===== src/rtl/rv_pkg.sv =====
// Shared RV32I encoding constants: instruction format codes, opcodes and the
// immediate ranges each format can represent.
package rv_pkg;

  typedef enum logic [1:0] {
    FMT_I = 2'd0,
    FMT_S = 2'd1,
    FMT_B = 2'd2,
    FMT_J = 2'd3
  } fmt_e;

  localparam logic [6:0] OP_IMM    = 7'b0010011;
  localparam logic [6:0] OP_STORE  = 7'b0100011;
  localparam logic [6:0] OP_BRANCH = 7'b1100011;
  localparam logic [6:0] OP_JAL    = 7'b1101111;

  localparam int signed IMM12_MIN = -2048;
  localparam int signed IMM12_MAX = 2047;
  localparam int signed IMMB_MIN  = -4096;
  localparam int signed IMMB_MAX  = 4094;
  localparam int signed IMMJ_MIN  = -1048576;
  localparam int signed IMMJ_MAX  = 1048574;

  function automatic logic in_range(input logic signed [31:0] v,
                                    input int signed lo,
                                    input int signed hi);
    return (v >= lo) && (v <= hi);
  endfunction

endpackage


===== src/rtl/imm_pack.sv =====
// Combinational packer: register fields plus signed immediate -> RV32I word,
// with a flag saying whether the immediate fits the selected format.
module imm_pack
  import rv_pkg::*;
(
  input  logic [1:0]  fmt,
  input  logic [6:0]  opcode,
  input  logic [4:0]  rd,
  input  logic [4:0]  rs1,
  input  logic [4:0]  rs2,
  input  logic [2:0]  funct3,
  input  logic [31:0] imm,
  output logic [31:0] word,
  output logic        range_ok
);

  logic signed [31:0] simm;
  assign simm = imm;

  always_comb begin
    word     = '0;
    range_ok = 1'b0;
    case (fmt_e'(fmt))
      FMT_I: begin
        word     = {imm[11:0], rs1, funct3, rd, opcode};
        range_ok = in_range(simm, IMM12_MIN, IMM12_MAX);
      end
      FMT_S: begin
        word     = {imm[11:5], rs2, rs1, funct3, imm[4:0], opcode};
        range_ok = in_range(simm, IMM12_MIN, IMM12_MAX);
      end
      FMT_B: begin
        word     = {imm[12], imm[10:5], rs2, rs1, funct3, imm[4:1], imm[11], opcode};
        range_ok = in_range(simm, IMMB_MIN, IMMB_MAX) && !imm[0];
      end
      FMT_J: begin
        word     = {imm[20], imm[10:1], imm[11], imm[19:12], rd, opcode};
        range_ok = in_range(simm, IMMJ_MIN, IMMJ_MAX) && !imm[0];
      end
      default: begin
        word     = '0;
        range_ok = 1'b0;
      end
    endcase
  end

endmodule


===== src/rtl/instr_encoder.sv =====
// Boot/test program loader: encodes requests into RV32I words and streams them
// into instruction memory through a registered, auto-incrementing write port.
module instr_encoder
  import rv_pkg::*;
#(
  parameter int unsigned ADDR_W = 6,
  parameter int unsigned DEPTH  = 64
) (
  input  logic              clk,
  input  logic              rst_n,
  input  logic              in_valid,
  output logic              in_ready,
  input  logic [1:0]        fmt,
  input  logic [6:0]        opcode,
  input  logic [4:0]        rd,
  input  logic [4:0]        rs1,
  input  logic [4:0]        rs2,
  input  logic [2:0]        funct3,
  input  logic [31:0]       imm,
  input  logic              load_base,
  input  logic [ADDR_W-1:0] base_addr,
  output logic              imem_we,
  output logic [ADDR_W-1:0] imem_addr,
  output logic [31:0]       imem_wdata,
  output logic [ADDR_W:0]   count,
  output logic              full,
  output logic              err,
  output logic [1:0]        err_fmt
);

  localparam logic [ADDR_W:0] DEPTH_W = (ADDR_W+1)'(DEPTH);

  logic [ADDR_W-1:0] wr_ptr;
  logic [ADDR_W:0]   count_nxt;
  logic [31:0]       word;
  logic              range_ok;
  logic              accept;

  imm_pack u_imm_pack (
    .fmt      (fmt),
    .opcode   (opcode),
    .rd       (rd),
    .rs1      (rs1),
    .rs2      (rs2),
    .funct3   (funct3),
    .imm      (imm),
    .word     (word),
    .range_ok (range_ok)
  );

  assign in_ready  = !full && !err && !load_base;
  assign accept    = in_valid && in_ready;
  assign count_nxt = count + 1'b1;

  // wr_ptr wraps naturally at 2^ADDR_W; full is tracked separately against DEPTH.
  always_ff @(posedge clk or negedge rst_n) begin
    if (!rst_n) begin
      imem_we    <= 1'b0;
      imem_addr  <= '0;
      imem_wdata <= '0;
      wr_ptr     <= '0;
      count      <= '0;
      full       <= 1'b0;
      err        <= 1'b0;
      err_fmt    <= '0;
    end else begin
      imem_we <= 1'b0;
      if (load_base) begin
        wr_ptr <= base_addr;
        count  <= '0;
        full   <= 1'b0;
        err    <= 1'b0;
      end else if (accept) begin
        if (range_ok) begin
          imem_we    <= 1'b1;
          imem_addr  <= wr_ptr;
          imem_wdata <= word;
          wr_ptr     <= wr_ptr + 1'b1;
          count      <= count_nxt;
          full       <= (count_nxt == DEPTH_W);
        end else begin
          err     <= 1'b1;
          err_fmt <= fmt;
        end
      end
    end
  end

endmodule


===== config.mk =====
export PLATFORM = sky130hd
export DESIGN_NAME = instr_encoder
export DESIGN_NICKNAME = d
export VERILOG_FILES = /design/src/rtl/rv_pkg.sv /design/src/rtl/imm_pack.sv /design/src/rtl/instr_encoder.sv
export SDC_FILE = /design/constraint.sdc
export NUM_CORES = 1
export LEC_CHECK = 0
export CORE_MARGIN = 2
export CORE_UTILIZATION = 65
export CTS_BUF_LIST = sky130_fd_sc_hd__clkbuf_8
export DETAILED_ROUTE_END_ITERATION = 10
export DONT_BUFFER_PORTS = 1
export PLACE_DENSITY = 0.86
export SYNTH_ARGS = -nofsm -noshare
export SYNTH_HDL_FRONTEND = slang
export SYNTH_SLANG_ARGS = --single-unit

===== constraint.sdc =====
create_clock -name clk -period 3.1 [get_ports clk]
set_input_delay 0.31 -clock clk [delete_from_list [all_inputs] [get_ports clk]]
set_output_delay 0.31 -clock clk [all_outputs]
set_load 0.05 [all_outputs]

==> key figures <==
Global route
  – Vias in the first global route: 1985
  – GRT Resource Usage Total: 24.7%
  – Antenna violations before repair: 0
  – Largest net degree at the start of global routing: 57
  – GR Overflow Total: 0
  – First-pass GRT wire length: 9560 microns

Route
  – DR vias: 2007
  – Initial drt markers: 146
  – Residual DRC: 0
  – Aggregate routed wire length: 5880 microns
  – Antenna viol nets, final: 0
  – 1st-pass router iterations: 4
  – Post-DR vias/cell: 6.23
  – Drt wl/cell: 18.3 microns

Placed design
  – DP Wirelength: roughly 4300 microns
  – Port Buf Inserts: 0
  – Global placer's final weighted congestion: 0.834

Layout
  – Layout cells sized above 1: a little over an eighth
  – Layout Nets: 343
  – Final core utilization: between 70% and 80%
  – Fill cell count: 293
  – ANT cells: 0
  – Area growth syn-to-layout: 6.73%

Clocking
  – Inserted Clock Buffers: 5
  – Max Root-Sink Buffers: 2
  – Clock root buffer: clkbuf_8
  – CTS sink count: 56
  – Post-CTS setup buffers: 0
  – Clock-pin slew on the worst setup and hold paths: 0.09 ns
  – H-tree levels: 2
  – Clock Latency Late Sink: 0.30 ns
  – CTS tree: built
  – PostCTS Resize Cnt: 0

Logic synthesis
  – Synth warn: 0
  – Syn_nets: 342
  – Synth Area in Compound Gates: between 10% and 20%
  – Post-synthesis adder-cell area fraction: 1.35%
  – Syn Area/Cell: 10.3 sq um
  – Cells after Synth: between 200 and 300
  – Mapped Area: roughly 0.0028 sq mm
  – Distinct cells, synth: 37
  – XOR/XNOR Fraction of Synth Area: 2.21%
  – Register area share after synthesis: slightly above 50%
  – Main combinational cell family by area after synthesis: simple AND/OR/NAND/NOR gates
  – Yosys reg bits: between 50 and 60
  – Multiplexer area fraction after synthesis: 14.2%
  – Simple-Gate Fraction of Synth Area: 15.4%

STA
  – Final Slew Violations: 0
  – Post-route clock period utilization: 73.3%
  – Max Fclk: roughly 440 MHz
  – Measured slew at the worst slew-check pin: approximately 1.0 ns
  – Final worst path period need: between 2 and 2.5 ns
  – Fin Setup TNS: 0 ns
  – Fin. Hold Viols: 0
  – Rel. slew slack: a little under a third
  – RSZ-0062 raised after global routing: no
  – # setup viols final: 0
  – Final worst clock skew: between 0.008 and 0.009 ns

Critical path
  – WS Path Type: input pin to register
  – Worst EP arrival: 2.50 ns
  – Worst-path maximum fanout: 13
  – CP Data Required Time: 3.33 ns
  – Kind of end point of the critical path: register
  – Startpoint Class: input pin

Worst hold path
  – Worst min-delay path category: input pin to register

Pwr
  – Power per cell area: 627 mW/mm^2
  – P_leak: 1.39 nW
  – VDD IR-drop max: 0.514 mV

Run
  – Max Cap Viol: 0

Floorplanning
  – Die Y: 69.3 microns
  – Starting Density: between 60 and 70%
  – Die area: between 0.004 and 0.005 sq mm
  – Core box area: between 0.004 and 0.005 sq mm
  – Site row count: 23
  – IO Count: between 100 and 150
  – Die Width: 69.3 microns

Run status
  – Status: finished clean
cell families (layout without fill, tap and decap cells):
group	Yosys count	count (layout)
AO/OA/AOI/OAI	55	55
XOR/XNOR	7	7
adder cells (fa/ha/maj)	3	3
buffers and inverters	22	24
flip-flops	56	56
multiplexers	37	37
AND/OR/NAND/NOR	90	90
state kept, by name (all words and copies together) (netlist names):
signal	count
imem_we	1
wr_ptr	6
err_fmt	2
count	7
imem_addr	6
err	1
full	1
imem_wdata	32
where the power goes:
group / switching (mW) / internal (mW)
Combinational: 0.0995 / 0.0939
Sequential: 0.437 / 0.831
Clock: 0.217 / 0.176
Total: 0.754 / 1.10
metal layers:
| layer | global-route usage (%) | share of wire (%) | vias to the layer above |
|---|---|---|---|
| met5 | 0 | 0 | - |
| met4 | 7.63 | 1.3 | 0 |
| met3 | 7.99 | 8.6 | 6 |
| met2 | 38.8 | 47 | 80 |
| met1 | 33.0 | 43 | 959 |
| li1 | - | - | 962 |
cell type report:
class                   instances  area (sq um)  area share [%]
inverters                       9          33.8            1.14
well taps                      50          62.6            2.12
multi-input cells             192          1290            43.8
clock buffers                   6          82.6            2.79
flip-flops and latches         56          1400            47.4
clock inverters                 2          7.51           0.254
repair buffers                  7          75.1            2.54
synth_stat cells:
library cell / number / area, sq um
a31oi_1: 1 / 6.26
nor4_1: 5 / 31.3
and2_1: 3 / 18.8
xnor2_1: 1 / 8.76
nor2_1: 14 / 52.6
or3_1: 1 / 6.26
buf_1: 2 / 7.51
o2bb2ai_1: 1 / 8.76
inv_1: 9 / 33.8
nor3b_1: 3 / 22.5
nand2_1: 37 / 139
mux2i_1: 18 / 180
a22o_1: 1 / 8.76
a2111oi_4: 1 / 27.5
o31ai_1: 2 / 15.0
o21ai_0: 30 / 150
a211o_1: 5 / 43.8
or4_1: 1 / 7.51
a32o_1: 1 / 10.0
nor3_1: 6 / 30.0
buf_2: 4 / 20.0
o2111ai_1: 1 / 8.76
o32ai_1: 2 / 17.5
and2_4: 1 / 8.76
mux2_2: 19 / 214
ha_1: 3 / 37.5
o211ai_1: 1 / 7.51
nand4_1: 7 / 43.8
dfrtp_1: 56 / 1400
o221a_2: 1 / 11.3
nand3_1: 10 / 50.1
and4_1: 2 / 17.5
o22ai_1: 2 / 12.5
o21ai_2: 1 / 8.76
clkbuf_1: 7 / 26.3
a21oi_1: 5 / 25.0
xor2_1: 6 / 52.6
worst max-delay path: stages:
cell       delay, ns
nand4_1         0.07
or3_1           0.42
o221a_2         0.30
a2111oi_4       0.50
o21ai_4         0.21
or4_1           0.52
a31oi_1         0.17
stage by stage:
step / instance area, sq um / instances / hold WS, ns / total power [mW] / worst slack (ns)
2_1_floorplan: 2770 / 270 / 0.0144 / 1.41 / 0.132
3_3_place_gp: 2830 / 312 / 0.0155 / 1.45 / 0.587
3_5_place_dp: 2830 / 312 / 0.0156 / 1.46 / 0.508
4_1_cts: 2960 / 322 / 0.102 / 1.87 / 0.826
5_1_grt: 2960 / 322 / 0.105 / 1.94 / 0.576
6_report: 2960 / 322 / 0.108 / 1.85 / 0.828
worst paths after layout:
check	startpoint	end	slack, ns	cells past startpoint
min	load_base	wr_ptr[2]	0.11	1
max reg2reg	err	count[5]	0.87	8
max	imm[21]	wr_ptr[3]	0.83	7
max in group asynchronous	rst_n	imem_wdata[16]	2.34	2
min reg2reg	wr_ptr[4]	imem_addr[4]	0.56	1
min in group asynchronous	rst_n	count[4]	0.52	2
layout by cell type (no fill, tap or decap), drive strengths merged, types with 2 or more instances in the layout:
| master | synthesis | final |
|---|---|---|
| a21oi | 5 | 5 |
| o21ai | 31 | 31 |
| mux2i | 18 | 18 |
| dfrtp | 56 | 56 |
| mux2 | 19 | 19 |
| o32ai | 2 | 2 |
| inv | 9 | 11 |
| a211o | 5 | 5 |
| and4 | 2 | 2 |
| buf | 6 | 6 |
| nor2 | 14 | 14 |
| nand4 | 7 | 7 |
| clkbuf | 7 | 6 |
| nor4 | 5 | 5 |
| o31ai | 2 | 2 |
| nor3b | 3 | 3 |
| o22ai | 2 | 2 |
| nand2 | 37 | 37 |
| nand3 | 10 | 10 |
| ha | 3 | 3 |
| xor2 | 6 | 6 |
| and2 | 4 | 4 |
| nor3 | 6 | 6 |
what timing repair did:
action / in CTS / in global routing
endpoints found under the setup margin: 0 / 0
hold buffers: 2 / 0
endpoints found under the hold margin: 56 / 0
Note: power is estimated with default switching activity, not from simulation.
